==> config.mk <==
export PLATFORM = sky130hd
export DESIGN_NAME = dmem_arbiter_flat
export DESIGN_NICKNAME = d
export VERILOG_FILES = /design/src/rtl/dmem_arbiter_pkg.sv /design/src/rtl/dmem_arbiter_if.sv /design/src/rtl/dmem_arbiter_byte_merge.sv /design/src/rtl/dmem_arbiter.sv /design/src/flat_wrapper.sv
export SDC_FILE = /design/constraint.sdc
export NUM_CORES = 1
export LEC_CHECK = 0
export ABC_AREA = 1
export CAP_MARGIN = 10
export CELL_PAD_IN_SITES_DETAIL_PLACEMENT = 1
export CELL_PAD_IN_SITES_GLOBAL_PLACEMENT = 1
export CORE_ASPECT_RATIO = 2
export CORE_MARGIN = 1
export CORE_UTILIZATION = 23
export DETAILED_ROUTE_END_ITERATION = 10
export PLACE_DENSITY_LB_ADDON = 0.3
export SLEW_MARGIN = 20
export SYNTH_ARGS = -nofsm -noshare
export SYNTH_HDL_FRONTEND = slang
export SYNTH_SLANG_ARGS = --single-unit
export TNS_END_PERCENT = 5
==> constraint.sdc <==
create_clock -name i_clk -period 1.7 [get_ports i_clk]
set_clock_uncertainty 0.2 [all_clocks]
set_input_delay 0.34 -clock i_clk [delete_from_list [all_inputs] [get_ports i_clk]]
set_output_delay 0.34 -clock i_clk [all_outputs]
set_load 0.01 [all_outputs]
==> src/rtl/dmem_arbiter_pkg.sv <==
// Shared types, FSM encoding and acceptance decode for the two-port data-memory arbiter.
package dmem_arbiter_pkg;

  typedef logic [31:0] data_t;
  typedef logic [31:0] addr_t;
  typedef logic [3:0]  be_t;

  typedef enum logic [2:0] {
    ST_IDLE   = 3'd0,
    ST_RD     = 3'd1,
    ST_WR     = 3'd2,
    ST_RMW_RD = 3'd3,
    ST_RMW_WR = 3'd4,
    ST_RESP   = 3'd5
  } dmem_arb_state_t;

  localparam addr_t WORD_ADDR_MASK = 32'hFFFF_FFFC;

  // State entered from IDLE when a request is accepted. An empty store (be=0)
  // uses the WR slot with the write suppressed, so it completes at T+2 like a full store.
  function automatic dmem_arb_state_t accept_state(input logic we, input be_t be);
    if (!we)
      return ST_RD;
    if (be == 4'hF || be == 4'h0)
      return ST_WR;
    return ST_RMW_RD;
  endfunction

endpackage

==> src/rtl/dmem_arbiter_if.sv <==
// Request/response and memory-side signal bundle of the data-memory arbiter.
interface dmem_arbiter_if;
  import dmem_arbiter_pkg::*;

  logic  i_req_valid_0, i_req_valid_1;
  logic  o_req_ready_0, o_req_ready_1;
  logic  i_req_we_0,    i_req_we_1;
  be_t   i_req_be_0,    i_req_be_1;
  addr_t i_req_addr_0,  i_req_addr_1;
  data_t i_req_wd_0,    i_req_wd_1;
  logic  o_rsp_valid_0, o_rsp_valid_1;
  data_t o_rsp_rd_0,    o_rsp_rd_1;

  addr_t o_mem_Addr;
  data_t o_mem_Wd;
  logic  o_mem_Wen;
  logic  o_mem_Ren;
  data_t i_mem_Rd;

  // The arbiter is the slave of both requesters and drives the memory.
  modport slave (
    input  i_req_valid_0, i_req_valid_1, i_req_we_0, i_req_we_1,
    input  i_req_be_0, i_req_be_1, i_req_addr_0, i_req_addr_1,
    input  i_req_wd_0, i_req_wd_1, i_mem_Rd,
    output o_req_ready_0, o_req_ready_1, o_rsp_valid_0, o_rsp_valid_1,
    output o_rsp_rd_0, o_rsp_rd_1, o_mem_Addr, o_mem_Wd, o_mem_Wen, o_mem_Ren
  );

  modport master (
    output i_req_valid_0, i_req_valid_1, i_req_we_0, i_req_we_1,
    output i_req_be_0, i_req_be_1, i_req_addr_0, i_req_addr_1,
    output i_req_wd_0, i_req_wd_1, i_mem_Rd,
    input  o_req_ready_0, o_req_ready_1, o_rsp_valid_0, o_rsp_valid_1,
    input  o_rsp_rd_0, o_rsp_rd_1, o_mem_Addr, o_mem_Wd, o_mem_Wen, o_mem_Ren
  );

endinterface

==> src/rtl/dmem_arbiter_byte_merge.sv <==
// Combinational byte-lane merge used by the read-modify-write path of dmem_arbiter.
module dmem_byte_merge
  import dmem_arbiter_pkg::*;
(
  input  data_t old_word,
  input  data_t new_word,
  input  be_t   be,
  output data_t merged
);

  // NOTE: the output is given a full default before the loop so no path leaves it unassigned (no latch).
  always_comb begin
    merged = old_word;
    for (int i = 0; i < 4; i++) begin
      if (be[i]) merged[8*i +: 8] = new_word[8*i +: 8];
    end
  end

endmodule

==> src/rtl/dmem_arbiter.sv <==
// Two-port data-memory arbiter: one operation in flight, byte stores done as read-modify-write.
// Build option: define DMEM_ARB_RR_EN for round-robin arbitration (default: port 0 fixed priority).
module dmem_arbiter
  import dmem_arbiter_pkg::*;
(
  input  logic          i_clk,
  input  logic          i_rst,
  dmem_arbiter_if.slave bus
);

  localparam logic [2:0] S_IDLE   = ST_IDLE;
  localparam logic [2:0] S_RD     = ST_RD;
  localparam logic [2:0] S_WR     = ST_WR;
  localparam logic [2:0] S_RMW_RD = ST_RMW_RD;
  localparam logic [2:0] S_RMW_WR = ST_RMW_WR;
  localparam logic [2:0] S_RESP   = ST_RESP;

  logic [2:0] state_q, state_d;
  logic       rst_q;
  logic       port_q;
  logic       we_q;
  be_t        be_q;
  addr_t      addr_q;
  data_t      wd_q;
  data_t      rd_q;

  logic       idle_ok;
  logic       grant_0, grant_1, accept;
  logic       sel_we;
  be_t        sel_be;
  addr_t      sel_addr;
  data_t      sel_wd;
  data_t      merged_word;
  logic       mem_ren, mem_wen, in_resp;

  // Nothing is granted in the reset cycle nor in the cycle right after it.
  assign idle_ok = (state_q == S_IDLE) && !i_rst && !rst_q;

`ifdef DMEM_ARB_RR_EN
  logic rr_last_q;

  always_comb begin
    grant_0 = idle_ok && bus.i_req_valid_0 && (!bus.i_req_valid_1 ||  rr_last_q);
    grant_1 = idle_ok && bus.i_req_valid_1 && (!bus.i_req_valid_0 || !rr_last_q);
  end

  // Remembers the last granted port; starting at 1 hands the first contention to port 0.
  always_ff @(posedge i_clk) begin
    if (i_rst)       rr_last_q <= 1'b1;
    else if (accept) rr_last_q <= grant_1;
  end
`else
  assign grant_0 = idle_ok && bus.i_req_valid_0;
  assign grant_1 = idle_ok && bus.i_req_valid_1 && !bus.i_req_valid_0;
`endif

  assign accept = grant_0 || grant_1;

  always_comb begin
    sel_we   = bus.i_req_we_0;
    sel_be   = bus.i_req_be_0;
    sel_addr = bus.i_req_addr_0;
    sel_wd   = bus.i_req_wd_0;
    if (grant_1) begin
      sel_we   = bus.i_req_we_1;
      sel_be   = bus.i_req_be_1;
      sel_addr = bus.i_req_addr_1;
      sel_wd   = bus.i_req_wd_1;
    end
  end

  always_comb begin
    state_d = state_q;
    case (state_q)
      S_IDLE:   if (accept) state_d = accept_state(sel_we, sel_be);
      S_RD:     state_d = S_RESP;
      S_WR:     state_d = S_RESP;
      S_RMW_RD: state_d = S_RMW_WR;
      S_RMW_WR: state_d = S_RESP;
      S_RESP:   state_d = S_IDLE;
      default:  state_d = S_IDLE;
    endcase
  end

  // NOTE: sequential state uses non-blocking assignments only, so every register samples pre-edge values.
  always_ff @(posedge i_clk) begin
    if (i_rst) begin
      // NOTE: the captured request and read data are cleared too, so nothing stale can reach an output after reset.
      state_q <= S_IDLE;
      rst_q   <= 1'b1;
      port_q  <= 1'b0;
      we_q    <= 1'b0;
      be_q    <= '0;
      addr_q  <= '0;
      wd_q    <= '0;
      rd_q    <= '0;
    end else begin
      state_q <= state_d;
      rst_q   <= 1'b0;
      if (accept) begin
        port_q <= grant_1;
        we_q   <= sel_we;
        be_q   <= sel_be;
        addr_q <= sel_addr & WORD_ADDR_MASK;
        wd_q   <= sel_wd;
      end
      if (state_q == S_RD || state_q == S_RMW_RD) rd_q <= bus.i_mem_Rd;
    end
  end

  dmem_byte_merge u_merge (
    .old_word (rd_q),
    .new_word (wd_q),
    .be       (be_q),
    .merged   (merged_word)
  );

  // Enables are gated by reset so an operation aborted mid-write never reaches memory.
  assign mem_ren = !i_rst && (state_q == S_RD || state_q == S_RMW_RD);
  assign mem_wen = !i_rst && ((state_q == S_WR && be_q != 4'h0) || state_q == S_RMW_WR);
  assign in_resp = !i_rst && (state_q == S_RESP);

  assign bus.o_req_ready_0 = grant_0;
  assign bus.o_req_ready_1 = grant_1;

  assign bus.o_mem_Ren  = mem_ren;
  assign bus.o_mem_Wen  = mem_wen;
  assign bus.o_mem_Addr = (mem_ren || mem_wen) ? addr_q : '0;
  assign bus.o_mem_Wd   = !mem_wen ? '0 : (state_q == S_RMW_WR) ? merged_word : wd_q;

  assign bus.o_rsp_valid_0 = in_resp && !port_q;
  assign bus.o_rsp_valid_1 = in_resp &&  port_q;
  assign bus.o_rsp_rd_0    = (in_resp && !port_q && !we_q) ? rd_q : '0;
  assign bus.o_rsp_rd_1    = (in_resp &&  port_q && !we_q) ? rd_q : '0;

endmodule
==> src/flat_wrapper.sv <==
// flat-port wrapper written by rule: the top's interface ports become plain ports
module dmem_arbiter_flat import dmem_arbiter_pkg::*;
  (i_clk, i_rst, bus_i_req_valid_0, bus_i_req_valid_1, bus_i_req_we_0, bus_i_req_we_1, bus_i_req_be_0, bus_i_req_be_1, bus_i_req_addr_0, bus_i_req_addr_1, bus_i_req_wd_0, bus_i_req_wd_1, bus_i_mem_Rd, bus_o_req_ready_0, bus_o_req_ready_1, bus_o_rsp_valid_0, bus_o_rsp_valid_1, bus_o_rsp_rd_0, bus_o_rsp_rd_1, bus_o_mem_Addr, bus_o_mem_Wd, bus_o_mem_Wen, bus_o_mem_Ren);
  dmem_arbiter_if bus_i ();
  input  logic i_clk;
  input  logic i_rst;
  input wire logic [$bits(bus_i.i_req_valid_0)-1:0] bus_i_req_valid_0;
  input wire logic [$bits(bus_i.i_req_valid_1)-1:0] bus_i_req_valid_1;
  input wire logic [$bits(bus_i.i_req_we_0)-1:0] bus_i_req_we_0;
  input wire logic [$bits(bus_i.i_req_we_1)-1:0] bus_i_req_we_1;
  input wire logic [$bits(bus_i.i_req_be_0)-1:0] bus_i_req_be_0;
  input wire logic [$bits(bus_i.i_req_be_1)-1:0] bus_i_req_be_1;
  input wire logic [$bits(bus_i.i_req_addr_0)-1:0] bus_i_req_addr_0;
  input wire logic [$bits(bus_i.i_req_addr_1)-1:0] bus_i_req_addr_1;
  input wire logic [$bits(bus_i.i_req_wd_0)-1:0] bus_i_req_wd_0;
  input wire logic [$bits(bus_i.i_req_wd_1)-1:0] bus_i_req_wd_1;
  input wire logic [$bits(bus_i.i_mem_Rd)-1:0] bus_i_mem_Rd;
  output wire logic [$bits(bus_i.o_req_ready_0)-1:0] bus_o_req_ready_0;
  output wire logic [$bits(bus_i.o_req_ready_1)-1:0] bus_o_req_ready_1;
  output wire logic [$bits(bus_i.o_rsp_valid_0)-1:0] bus_o_rsp_valid_0;
  output wire logic [$bits(bus_i.o_rsp_valid_1)-1:0] bus_o_rsp_valid_1;
  output wire logic [$bits(bus_i.o_rsp_rd_0)-1:0] bus_o_rsp_rd_0;
  output wire logic [$bits(bus_i.o_rsp_rd_1)-1:0] bus_o_rsp_rd_1;
  output wire logic [$bits(bus_i.o_mem_Addr)-1:0] bus_o_mem_Addr;
  output wire logic [$bits(bus_i.o_mem_Wd)-1:0] bus_o_mem_Wd;
  output wire logic [$bits(bus_i.o_mem_Wen)-1:0] bus_o_mem_Wen;
  output wire logic [$bits(bus_i.o_mem_Ren)-1:0] bus_o_mem_Ren;
  assign bus_i.i_req_valid_0 = bus_i_req_valid_0;
  assign bus_i.i_req_valid_1 = bus_i_req_valid_1;
  assign bus_i.i_req_we_0 = bus_i_req_we_0;
  assign bus_i.i_req_we_1 = bus_i_req_we_1;
  assign bus_i.i_req_be_0 = bus_i_req_be_0;
  assign bus_i.i_req_be_1 = bus_i_req_be_1;
  assign bus_i.i_req_addr_0 = bus_i_req_addr_0;
  assign bus_i.i_req_addr_1 = bus_i_req_addr_1;
  assign bus_i.i_req_wd_0 = bus_i_req_wd_0;
  assign bus_i.i_req_wd_1 = bus_i_req_wd_1;
  assign bus_i.i_mem_Rd = bus_i_mem_Rd;
  assign bus_o_req_ready_0 = bus_i.o_req_ready_0;
  assign bus_o_req_ready_1 = bus_i.o_req_ready_1;
  assign bus_o_rsp_valid_0 = bus_i.o_rsp_valid_0;
  assign bus_o_rsp_valid_1 = bus_i.o_rsp_valid_1;
  assign bus_o_rsp_rd_0 = bus_i.o_rsp_rd_0;
  assign bus_o_rsp_rd_1 = bus_i.o_rsp_rd_1;
  assign bus_o_mem_Addr = bus_i.o_mem_Addr;
  assign bus_o_mem_Wd = bus_i.o_mem_Wd;
  assign bus_o_mem_Wen = bus_i.o_mem_Wen;
  assign bus_o_mem_Ren = bus_i.o_mem_Ren;
  dmem_arbiter u_core (.i_clk(i_clk), .i_rst(i_rst), .bus(bus_i));
endmodule
==> flow_metrics.py, run 1 <==
metrics = {
    "cts": {
        "path_clk_slew_ns": 0.07,
        "numCtsBuffers": 9,
        "clock_sinks": 104,
        "clockBufferDepth": 2,
        "ctsRootBufferMaster": "clkbuf_16",
        "clock_latency_ns": 0.36,
        "cts_tree": "done",
        "htree_num_levels": 3,
    },
    "job": {
        "drv_cap": 0,
    },
    "cells_and_area": {
        "final_util": 0.4395,
        "drive_above_1_share": 0.2949,
        "nFillCells": 3023,
        "fin_cells": 1616,
        "layout.nets": 1451,
        "areaGrowthSynthToFinish_pct": 88.09,
    },
    "yosys": {
        "ys_warn_count": 0,
        "ys_seq_area_frac": 0.3648,
        "syn_area_per_cell_um2": 6.117,
        "synth-seq-cells": 104,
        "yosysUniqueCellTypes": 24,
        "netlist_instances": 933,
        "synth_area_mm2": 0.005707,
    },
    "worst_setup_path": {
        "slowest_delay_ns": 0.37,
        "r2r_end": "u_core.wd_q[13]",
        "reg2reg_depth": 11,
        "cp-start-kind": "flop",
        "crit_fanout": 5,
        "r2r_slack_ns": -0.37,
        "cp-end-kind": "primary output",
        "arrival_ns": 1.96,
        "worst-endpoint-required_ns": 1.16,
        "critPathSlowestCell": "dfxtp_4",
        "startpoint": "u_core.state_q[2]",
        "reg2reg_from": "u_core.state_q[0]",
        "crit_chain": "inv_4 > nor4_4 > inv_2 > nor2_4 > nand2_4 > buf_16 > buf_16 > buf_6 > nor2_4 > buf_6",
        "critical_path_class": "flop to primary output",
    },
    "timing": {
        "period_share": 1.471,
        "finalHoldViolCount": 0,
        "fin_crit_ns": 2.501,
        "setup-tns-final_ns": -102.16,
        "layout_setup_ws_ns": -0.8010,
        "rsz0062_at_grt": "true",
        "slew_violations": 0,
        "max_freq_mhz": 399.8,
        "finalSetupViolCount": 202,
    },
    "placement": {
        "numPortBuffers": 301,
        "placed_cells": 1577,
        "place.gp.congestion": 0.7963,
        "dp_hpwl_um": 21520,
    },
    "power": {
        "p_leak_nw": 4.133,
        "ir_drop_mv": 0.4262,
        "p_per_area_mw_per_mm2": 875.3,
    },
    "drt": {
        "vias": 7400,
        "drt_iter0_drc": 203,
        "avgViaCountPerCell": 4.579,
        "antenna_left": 0,
        "drt_pre_antenna_iters": 5,
        "routed_wl_um": 28260,
        "drc": 0,
        "routedWlPerCell_um": 17.49,
    },
    "global_routing": {
        "overflow": 0,
        "grt_max_degree": 39,
        "grt_pass1_vias": 7824,
        "antenna_found_initial": 2,
        "grt_pass1_wl_um": 43230,
        "grt_usage": 0.2253,
    },
    "floorplan": {
        "io_pins": 308,
        "die-area_mm2": 0.02548,
        "start_util": 0.2336,
        "die_h_um": 224.8,
        "placementRows": 81,
        "core_area_mm2": 0.02442,
        "die_x_um": 113.4,
    },
    "hold_path": {
        "hold_end": "u_core.wd_q[0]",
        "worstHoldStart": "u_core.wd_q[0]",
        "worstHoldPathCells": 2,
        "hp-class": "flop to flop",
    },
    "run_status": {
        "outcome": "complete, but fails checks",
        "violations": "negative setup slack",
    },
}
-- cells by family (layout without fill, tap and decap cells) --
logic type / count (synthesis) / after routing / synth area share
and+or+nand+nor: 442 / 442 / 0.3122
AOI/OAI and AO/OA: 235 / 235 / 0.2076
buffers and inverters: 151 / 499 / 0.1147
DFF: 104 / 104 / 0.3648
other: 1 / 4 / 0.0006571
-- metal layers --
| layer | GRT usage | wire length (um) |
|---|---|---|
| met5 | 0 | 0 |
| met4 | 0.1019 | 1069 |
| met3 | 0.04150 | 1300 |
| met2 | 0.4534 | 16310 |
| met1 | 0.2139 | 9580 |
-- stage by stage --
stage          hold WS (ns)  setup slack, ns  instance area (um^2)  power [mW]
6_report             0.2644          -0.8010                 10730       9.395
5_1_grt              0.2767          -0.9056                 10730       9.989
4_1_cts              0.2663          -0.8347                 10710       9.474
3_5_place_dp         0.2550          -0.8339                 10190       6.988
3_3_place_gp         0.2474          -0.8533                 10190       6.914
2_1_floorplan        0.1677          -0.2018                  6412       5.212
-- layout make-up --
cell class,count,area [um^2],area share
Inverter,81,311.5,0.02902
Timing Repair Buffer,402,3919,0.3651
Sequential cell,104,2088,0.1945
Multi-Input combinational cell,679,3675,0.3423
Antenna cell,2,5.005,0.0004663
Clock buffer,10,229.0,0.02133
Tap cell,332,415.4,0.03870
Clock inverter,6,91.34,0.008509
-- power breakdown --
part	internal, mW	switching (mW)
logic	1.54	2.35
clock network	1.30	1.01
registers	2.86	0.333
-- worst max-delay path by stage --
stage	cells past startpoint	slack [ns]	to
floorplan	8	-0.20	bus_o_rsp_rd_0[10]
global placement	8	-0.85	bus_o_rsp_rd_0[18]
detailed placement	8	-0.83	bus_o_rsp_rd_0[17]
CTS	10	-0.83	bus_o_rsp_rd_1[29]
global route	10	-0.91	bus_o_rsp_rd_1[28]
finish	10	-0.80	bus_o_rsp_rd_1[26]
-- critical path, delay by kind of cell (launching register included) --
family | cells | cell delay (ns)
buffers and inverters | 6 | 0.67
AND/OR/NAND/NOR | 4 | 0.56
flip-flops | 1 | 0.37
-- what timing repair did --
action                                  in CTS  in global routing
endpoints found under the setup margin     202                212
hold buffers                                 0                  0
gates resized for setup                    557                 69
buffers inserted                            16                  3
cloned                                       2                  0
pin swaps                                    6                  6
-- cell usage in the layout, fill, tap and decap left out, types with 3 or more instances in the layout --
cell	netlist	final
nor2_2	0	10
clkbuf_16	0	9
nor2_4	2	65
nand2_1	134	126
dfxtp_1	104	101
dlygate4sd2_1	0	6
o21ai_1	23	35
nand2_4	0	3
buf_6	3	69
a21oi_2	1	32
buf_12	0	19
buf_2	23	52
clkdlybuf4s15_2	0	7
o21ai_0	108	94
buf_4	9	71
a21oi_1	101	68
inv_2	3	5
nand2_2	2	7
nand3_1	4	4
inv_1	77	74
buf_16	0	4
clkbuf_2	0	4
nor3_1	34	34
nor2_1	261	188
clkdlybuf4s50_1	0	169
-- cell usage after synthesis (all sizes together) --
cell type / number / area, um^2
nor3: 34 / 170.2
o21bai: 2 / 15.01
buf: 36 / 220.2
nor2: 265 / 1042
inv: 81 / 306.5
dfxtp: 104 / 2082
nand3: 4 / 20.02
conb: 1 / 3.750
nand4: 1 / 21.27
a21oi: 102 / 514.2
clkbuf: 34 / 127.6
nand2: 136 / 515.5
o21ai: 131 / 655.6
nor4: 2 / 12.51
-- registers in the layout, summed over array words and instances (netlist names) --
| register | count |
|---|---|
| u_core.wd_q | 32 |
| u_core.addr_q | 30 |
| u_core.rst_q | 1 |
| u_core.port_q | 1 |
| u_core.rd_q | 32 |
| u_core.we_q | 1 |
| u_core.state_q | 3 |
| u_core.be_q | 4 |
Note: power is estimated with default switching activity, not from simulation.
==> inputs of run 2 (changes only) <==
--- a/config.mk
+++ b/config.mk
@@ -13,7 +13,9 @@
 export CORE_MARGIN = 1
 export CORE_UTILIZATION = 23
 export DETAILED_ROUTE_END_ITERATION = 10
-export PLACE_DENSITY_LB_ADDON = 0.3
+export GPL_ROUTABILITY_DRIVEN = 0
+export GPL_TIMING_DRIVEN = 0
+export PLACE_DENSITY_LB_ADDON = 0.1
 export SLEW_MARGIN = 20
 export SYNTH_ARGS = -nofsm -noshare
 export SYNTH_HDL_FRONTEND = slang
==> run 2 against run 1 <==
Against the previous run:
- the run still ends with negative setup slack left
- sequential cell count unchanged
- first-iteration DRC count shrank 37%
- worst hold slack got worse by 0.13 ns
- critical path type unchanged
- highest routed layer unchanged
- largest cell class unchanged
==> flow_metrics.py, run 2 (synthesis results as in run 1) <==
metrics = {
    "cts": {
        "clock_sinks": 104,
        "clockBufferDepth": 2,
        "ctsRootBufferMaster": "clkbuf_16",
        "clock_latency_ns": 0.37,
        "cts_tree": "done",
        "numCtsBuffers": 9,
        "htree_num_levels": 3,
        "path_clk_slew_ns": 0.07,
    },
    "timing": {
        "hold_slack_ns": 0.1325,
        "max_freq_mhz": 400.8,
        "period_share": 1.468,
        "slew_violations": 0,
        "finalSetupViolCount": 202,
        "rsz0062_at_grt": "true",
        "relSlewSlack": 0.5026,
        "layout_setup_ws_ns": -0.7949,
        "fin_crit_ns": 2.495,
        "finalHoldViolCount": 0,
        "worstMarginPinSlew_ns": 0.7462,
    },
    "global_routing": {
        "grt_pass1_wl_um": 41820,
        "overflow": 0,
        "grt_pass1_vias": 7509,
        "grt_max_degree": 17,
        "antenna_found_initial": 0,
        "grt_usage": 0.2200,
    },
    "run_status": {
        "outcome": "complete, but fails checks",
        "violations": "negative setup slack",
    },
    "power": {
        "p_clk_frac": 0.254,
        "power.share.sequential": 0.330,
        "p_per_area_mw_per_mm2": 890.6,
        "intPower_mw": 5.920,
        "ir_drop_mv": 0.4604,
        "p_switching_mw": 3.728,
        "swShare": 0.3864,
        "totalPowerFinal_mw": 9.648,
        "p_leak_nw": 4.115,
        "combPwrFrac": 0.416,
    },
    "worst_setup_path": {
        "crit_fanout": 8,
        "cp-start-kind": "flop",
        "arrival_ns": 1.95,
        "worst-endpoint-required_ns": 1.16,
        "cp-end-kind": "primary output",
        "critical_path_class": "flop to primary output",
    },
    "drt": {
        "avgViaCountPerCell": 4.450,
        "routed_wl_um": 27440,
        "vias": 7192,
        "antenna_left": 0,
        "drt_pre_antenna_iters": 4,
        "drt_iter0_drc": 127,
        "drc": 0,
        "routedWlPerCell_um": 16.98,
    },
    "cells_and_area": {
        "areaGrowthSynthToFinish_pct": 89.83,
        "drive_above_1_share": 0.3030,
        "layout.nets": 1453,
        "reg_top3": "u_core.rd_q x32, u_core.wd_q x32, u_core.addr_q x30",
        "final_common_cell": "nor2_1",
        "n_antenna_cell": 0,
        "layout_common_cells": "nor2_1 (175), clkdlybuf4s50_1 (168), nand2_1 (120)",
    },
    "floorplan": {
        "die_x_um": 113.4,
        "io_pins": 308,
        "start_util": 0.2336,
        "die-area_mm2": 0.02548,
        "placementRows": 81,
        "die_h_um": 224.8,
        "core_area_mm2": 0.02442,
    },
    "placement": {
        "dp_hpwl_um": 21930,
        "pre_cts_ws_ns": -1.814,
        "numPortBuffers": 301,
    },
    "hold_path": {
        "hp-class": "primary input to flop",
    },
    "job": {
        "drv_cap": 0,
    },
}
-- run 2: cell count changes in the layout (fill, tap and decap cells not counted), moves of 7 or more --
cell	change
o21ai_2	+8
buf_4	-36
buf_8	+7
buf_2	+9
nor2_1	-13
clkbuf_1	+21
nor2_2	+7
o21ai_0	-19
o21ai_1	+11
-- run 2: critical path, cell delays in order (launching register included) --
cell and delay [ns]:
dfxtp_4 0.40, inv_8 0.04, nor4_4 0.22, inv_2 0.10, nor2_4 0.18, nand2_8 0.11
buf_12 0.15, buf_16 0.14, nor2_4 0.11, buf_6 0.12
-- run 2: what timing repair did --
action                     4_1_cts  5_1_grt
cloned                           4        1
setup endpoints to repair      232      222
pin swaps                       13       12
resized for setup              723       67
hold buffers                     0        0
buffers inserted                21        7
-- run 2: layout make-up --
| cell class | instances | area [um^2] |
|---|---|---|
| Fill cell | 2971 | 13590 |
| Multi-Input combinational cell | 679 | 3806 |
| Timing Repair Buffer | 334 | 3209 |
| Sequential cell | 104 | 2091 |
| Buffer | 70 | 655.6 |
| Tap cell | 332 | 415.4 |
| Inverter | 81 | 319.1 |
| Clock buffer | 10 | 229.0 |
| Clock inverter | 6 | 107.6 |
-- run 2: worst paths after layout --
kind | to | slack (ns) | start | cells after the start
min reg2reg | u_core.wd_q[19] | 0.26 | u_core.wd_q[19] | 2
min | u_core.rst_q | 0.13 | i_rst | 1
max reg2reg | u_core.addr_q[25] | -0.39 | u_core.state_q[1] | 9
max | bus_o_rsp_rd_0[23] | -0.79 | u_core.state_q[0] | 9
-- run 2: layer usage --
metal | track usage | vias up | wire length (um) | share of wire
met2 | 0.4706 | 185 | 16770 | 0.61
met3 | 0.04797 | 21 | 1323 | 0.048
li1 | - | 3652 | - | -
met4 | 0.06112 | 0 | 492 | 0.018
met5 | 0 | - | 0 | 0
met1 | 0.1958 | 3334 | 8851 | 0.32
-- run 2: power groups by stage --
stage / combinational (mW) / sequential (mW) / clock [mW]
floorplan: 2.12 / 3.09 / 0
global placement: 3.29 / 3.21 / 0
detailed placement: 3.34 / 3.22 / 0
CTS: 3.89 / 3.19 / 2.51
global route: 4.42 / 3.25 / 2.59
finish: 4.01 / 3.19 / 2.45
-- run 2: through the flow --
step	area [um^2]	setup TNS, ns	std cells	utilization
2_1_floorplan	6412	-22.89	934	-
3_3_place_gp	9841	-266.98	1567	0.4029
3_5_place_dp	9841	-275.02	1567	0.4029
4_1_cts	10640	-113.76	1608	0.4357
5_1_grt	10830	-132.11	1616	0.4435
6_report	10830	-111.87	1616	0.4435
